--- src/rtl/seq_restoring_divider.sv ---
// Iterative unsigned restoring divider: one quotient bit per clock, start/busy/done handshake.
// Results stay on quotient/remainder/div_by_zero until the next operation completes.
module seq_restoring_divider #(
  parameter int N = 16
) (
  input  logic         clk,
  input  logic         rst,
  input  logic         start,
  input  logic [N-1:0] dividend,
  input  logic [N-1:0] divisor,
  output logic         busy,
  output logic         done,
  output logic [N-1:0] quotient,
  output logic [N-1:0] remainder,
  output logic         div_by_zero
);

  localparam int CW = $clog2(N + 1);

  typedef enum logic [1:0] {
    IDLE = 2'd0,
    CALC = 2'd1,
    DONE = 2'd2
  } state_t;

  state_t         state_r;
  logic [N:0]     rem_r;
  logic [N-1:0]   dvd_r;
  logic [N-1:0]   dvs_r;
  logic [CW-1:0]  cnt_r;
  logic           busy_r;
  logic           done_r;
  logic [N-1:0]   quotient_r;
  logic [N-1:0]   remainder_r;
  logic           dbz_r;

  logic [N:0]     shifted_s;
  logic [N+1:0]   diff_s;
  logic           borrow_s;
  logic [N:0]     rem_next_s;
  logic [N-1:0]   q_next_s;

  // One restoring iteration: shift, trial subtract, keep or restore.
  always_comb begin
    shifted_s = {rem_r[N-1:0], dvd_r[N-1]};
    diff_s    = {1'b0, shifted_s} - {2'b00, dvs_r};
    borrow_s  = diff_s[N+1];
    if (borrow_s) begin
      rem_next_s = shifted_s;
    end else begin
      rem_next_s = diff_s[N:0];
    end
    q_next_s = {dvd_r[N-2:0], ~borrow_s};
  end

  // Control FSM, working registers and registered result outputs.
  always_ff @(posedge clk or posedge rst) begin
    if (rst) begin
      state_r     <= IDLE;
      rem_r       <= {(N+1){1'b0}};
      dvd_r       <= {N{1'b0}};
      dvs_r       <= {N{1'b0}};
      cnt_r       <= {CW{1'b0}};
      busy_r      <= 1'b0;
      done_r      <= 1'b0;
      quotient_r  <= {N{1'b0}};
      remainder_r <= {N{1'b0}};
      dbz_r       <= 1'b0;
    end else begin
      case (state_r)
        IDLE: begin
          done_r <= 1'b0;
          if (start) begin
            if (divisor == {N{1'b0}}) begin
              // Divide by zero completes immediately with a saturated quotient.
              quotient_r  <= {N{1'b1}};
              remainder_r <= dividend;
              dbz_r       <= 1'b1;
              done_r      <= 1'b1;
              state_r     <= DONE;
            end else begin
              dvd_r   <= dividend;
              dvs_r   <= divisor;
              rem_r   <= {(N+1){1'b0}};
              cnt_r   <= CW'(N);
              busy_r  <= 1'b1;
              state_r <= CALC;
            end
          end
        end
        CALC: begin
          dvd_r <= q_next_s;
          rem_r <= rem_next_s;
          cnt_r <= cnt_r - CW'(1);
          if (cnt_r == CW'(1)) begin
            quotient_r  <= q_next_s;
            remainder_r <= rem_next_s[N-1:0];
            dbz_r       <= 1'b0;
            busy_r      <= 1'b0;
            done_r      <= 1'b1;
            state_r     <= DONE;
          end
        end
        DONE: begin
          done_r  <= 1'b0;
          state_r <= IDLE;
        end
        default: begin
          busy_r  <= 1'b0;
          done_r  <= 1'b0;
          state_r <= IDLE;
        end
      endcase
    end
  end

  assign busy        = busy_r;
  assign done        = done_r;
  assign quotient    = quotient_r;
  assign remainder   = remainder_r;
  assign div_by_zero = dbz_r;

  seq_restoring_divider_checker u_checker (
    .clk        (clk),
    .rst        (rst),
    .busy       (busy_r),
    .done       (done_r),
    .state_calc (state_r == CALC),
    .state_done (state_r == DONE),
    .rem_msb    (rem_r[N])
  );

endmodule

// Structural invariants of the divider control path.
module seq_restoring_divider_checker (
  input logic clk,
  input logic rst,
  input logic busy,
  input logic done,
  input logic state_calc,
  input logic state_done,
  input logic rem_msb
);

  a_busy_is_calc: assert property (@(posedge clk) disable iff (rst) busy == state_calc);
  a_done_is_done: assert property (@(posedge clk) disable iff (rst) done == state_done);
  a_done_pulse:   assert property (@(posedge clk) disable iff (rst) done |=> !done);
  // The restored partial remainder is always below the divisor, so its top bit stays clear.
  a_rem_msb:      assert property (@(posedge clk) disable iff (rst) !rem_msb);

endmodule

--- config.mk ---
export PLATFORM = sky130hd
export DESIGN_NAME = seq_restoring_divider
export DESIGN_NICKNAME = d
export VERILOG_FILES = /design/src/rtl/seq_restoring_divider.sv
export SDC_FILE = /design/constraint.sdc
export NUM_CORES = 1
export LEC_CHECK = 0
export CORE_ASPECT_RATIO = 0.9
export CORE_MARGIN = 4
export CORE_UTILIZATION = 25
export DETAILED_ROUTE_END_ITERATION = 7
export SLEW_MARGIN = 20
export SYNTH_ARGS = -nofsm -noshare
export SYNTH_HDL_FRONTEND = slang
export SYNTH_SLANG_ARGS = --single-unit
--- constraint.sdc ---
create_clock -name clk -period 4.9 [get_ports clk]
set_input_delay 0.735 -clock clk [delete_from_list [all_inputs] [get_ports clk]]
set_output_delay 0.735 -clock clk [all_outputs]
set_load 0.01 [all_outputs]
==> results.py <==
metrics = {
    "outcome": {
        "status": "finished clean",
    },
    "timing": {
        "hold_violations": 0,
        "fin_skew_ps": 9.693,
        "fin_crit_sh_pct": 60.09,
        "period_needed_ps": 2944,
        "drv_slew": 0,
        "fmaxAchievable_mhz": 339.6,
        "relSlewSlack_pct": 37.03,
        "fin_hold_ws_ps": 505.7,
        "final.setup.worst_slack_ps": 1956,
        "fin_setup_tns_ps": 0,
        "rsz0062_at_grt": "no",
        "timing_worst_slew_pin_value_ps": 944.5,
        "setup_violations": 0,
    },
    "synthesis": {
        "synth_edf_count": 0,
        "syn_avg_cell_area_sq_um": 9.057,
        "synthArstFlopShare_pct": 100.0,
        "syn_nets": 577,
        "synth_cells": 523,
        "syn_area_sq_um": 4737,
        "yosys-top-cells-area": "dfrtp_1 48%, nor2_1 6.6%, nand2_1 5.6%, ha_1 4.8%, o21ai_0 4.1%",
        "seq_area_frac_synth_pct": 47.54,
        "ys_types": 56,
        "synth_top_flop_cell": "dfrtp_1",
        "synth_top_area_share_pct": 47.54,
        "synth-seq-cells": 90,
        "synth_top_cell_by_area": "dfrtp_1",
        "synth_warnings": 0,
    },
    "drt": {
        "antenna_left": 0,
        "wl_per_cell_um": 14.63,
        "firstDrtPassIters": 6,
        "drtIter0Drc": 225,
        "via_count": 3811,
        "vias_per_cell": 4.586,
        "drc": 0,
        "wirelength_mm": 12.16,
    },
    "cts": {
        "numCtsBuffers": 9,
        "cts-root-buf": "clkbuf_16",
        "cts.path.max_buffers": 2,
        "postCtsSetupBuffers": 0,
        "ctsHoldBuffers": 0,
        "htreeDepth": 3,
        "clkLatencyLatePin_ps": 340,
        "ctsResizeCount": 0,
        "path_clk_slew_ps": 70,
        "cts_tree": "done",
        "cts.sinks": 90,
    },
    "finish": {
        "fillers": 1941,
        "diodes": 0,
        "seq_area_sq_um": 2252,
        "drive_gt1_share_pct": 5.802,
        "final_common_cell": "dfrtp_1",
        "final_cell_mix": "90 x dfrtp_1, 82 x nor2_1, 71 x nand2_1, 69 x clkdlybuf4s50_1, 39 x o21ai_0",
        "syn_to_final_growth_pct": 26.52,
        "finish.net_count": 636,
        "multi_input_area_sq_um": 2283,
    },
    "pwr": {
        "ir_drop_mv": 0.2125,
        "leakagePower_nw": 2.568,
        "powerDensity_nw_per_um2": 835.6,
    },
    "run": {
        "drv_cap": 0,
    },
    "placement": {
        "routabilityCongestion": 0.8125,
        "dp_slack_ps": 1569,
        "place.port_buffers": 69,
        "place_hpwl_mm": 9.024,
    },
    "global_route": {
        "grt_pass1_vias": 3974,
        "grtUsageMet1_pct": 15.80,
        "grt_overflow_total": 0,
        "use_met2_pct": 18.50,
        "grt.busiest_layer": "met2",
        "grt_pass1_wl_mm": 20.54,
        "grt_use_total_pct": 11.80,
        "grt_antenna_before_repair": 0,
        "grt_max_degree": 59,
        "grt_util_met3_pct": 3.963,
    },
    "floorplanning": {
        "die_h_um": 138.6,
        "die_w_um": 153.1,
        "fp.dieArea_sq_um": 21220,
        "io_pins": 70,
        "core_area_sq_um": 18520,
        "start_util_pct": 25.57,
        "rows": 47,
    },
    "critical_path": {
        "cp.arrival_ps": 3180,
        "slowest_stage": "buf_4",
        "critPathKind": "primary input to register",
        "crit_fanout": 42,
        "crit_chain": "clkdlybuf4s50_1 -> nor4_1 -> nand4_1 -> a2bb2oi_1 -> nor2_4 -> buf_4 -> nand2_1 -> o22a_1",
        "critical_path_buf_inv_count": 2,
        "cpPeakStageDelay_ps": 450,
        "start_kind": "primary input",
        "required_ps": 5130,
        "crit_family": "simple AND/OR/NAND/NOR gates",
        "critPathCaptureType": "register",
    },
    "worst_hold_path": {
        "hold_class": "register to register",
    },
}
## registers in the layout (all words and copies together) (netlist names)
| signal | count |
|---|---|
| busy | 1 |
| dvs_r | 16 |
| cnt_r | 5 |
| dvd_r | 16 |
| div_by_zero | 1 |
| quotient | 16 |
| state_r | 2 |
| remainder | 16 |
| rem_r | 16 |
| done | 1 |
## metal layers
metal	vias up	routed length [um]	share of wire (%)
li1	1932	-	-
met1	1802	5737	47
met2	63	5566	46
met3	14	664	5.5
met4	0	189	1.6
met5	-	0	0
## worst register-to-register path, stage by stage (launching register included)
cell and delay [ps]:
dfrtp_1 410, ha_1 430, nand4_2 140, a211oi_2 260, o311ai_2 210, o31ai_4 530, buf_8 240, nand2b_1 150
a21oi_1 80, o41ai_1 360
## final timing paths
kind / startpoint / cells past startpoint / slack, ps / endpoint
worst min-delay path: remainder[2] / 1 / 510 / remainder[2]
worst max register to register: rem_r[7] / 9 / 1980 / remainder[0]
max in group asynchronous: rst / 3 / 2980 / rem_r[5]
min in group asynchronous: rst / 2 / 770 / quotient[13]
worst min register to register: remainder[2] / 1 / 510 / remainder[2]
worst max-delay path: divisor[3] / 8 / 1960 / remainder[4]
## Yosys cell counts (6+ instances only)
cell type and count:
o22a_1 6, a21oi_1 28, xnor2_1 8, a21o_1 11, xor2_1 6, ha_1 18, inv_1 28, nor2_1 83
clkbuf_1 17, a31oi_1 15, nor2b_1 7, nand2_1 71, mux2i_1 13, dfrtp_1 90, o21ai_0 39
## stage by stage
step / area (sq um) / utilization [%] / power [mW] / cells
2_1_floorplan: 4737 / - / 3.437 / 523
4_1_cts: 5973 / 32.25 / 5.049 / 830
3_5_place_dp: 5672 / 30.62 / 4.321 / 815
6_report: 5993 / 32.35 / 5.008 / 831
5_1_grt: 5993 / 32.35 / 5.482 / 831
3_3_place_gp: 5672 / 30.62 / 4.295 / 815
## cells by family after synthesis
group	count (synthesis)	share of synthesized area [%]
flip-flops	90	47.54
buffers and inverters	55	4.675
multiplexers	15	3.222
adder cells (fa/ha/maj)	19	5.177
XOR/XNOR	14	2.589
AO/OA/AOI/OAI	140	19.55
AND/OR/NAND/NOR	190	17.25
## area by class of cell
| cell class | instances | share of cell area (%) |
|---|---|---|
| Multi-Input combinational cell | 378 | 38.10 |
| Sequential cell | 90 | 37.58 |
| Timing Repair Buffer | 75 | 12.40 |
| Tap cell | 245 | 5.115 |
| Clock buffer | 10 | 3.987 |
| Inverter | 28 | 1.775 |
| Clock inverter | 5 | 1.044 |
## power breakdown
part           internal, mW  switching [mW]
clock network         0.410           0.293
logic                  1.31            1.60
registers              1.13           0.265
total                  2.85            2.16
(Power assumes the default switching activity.)
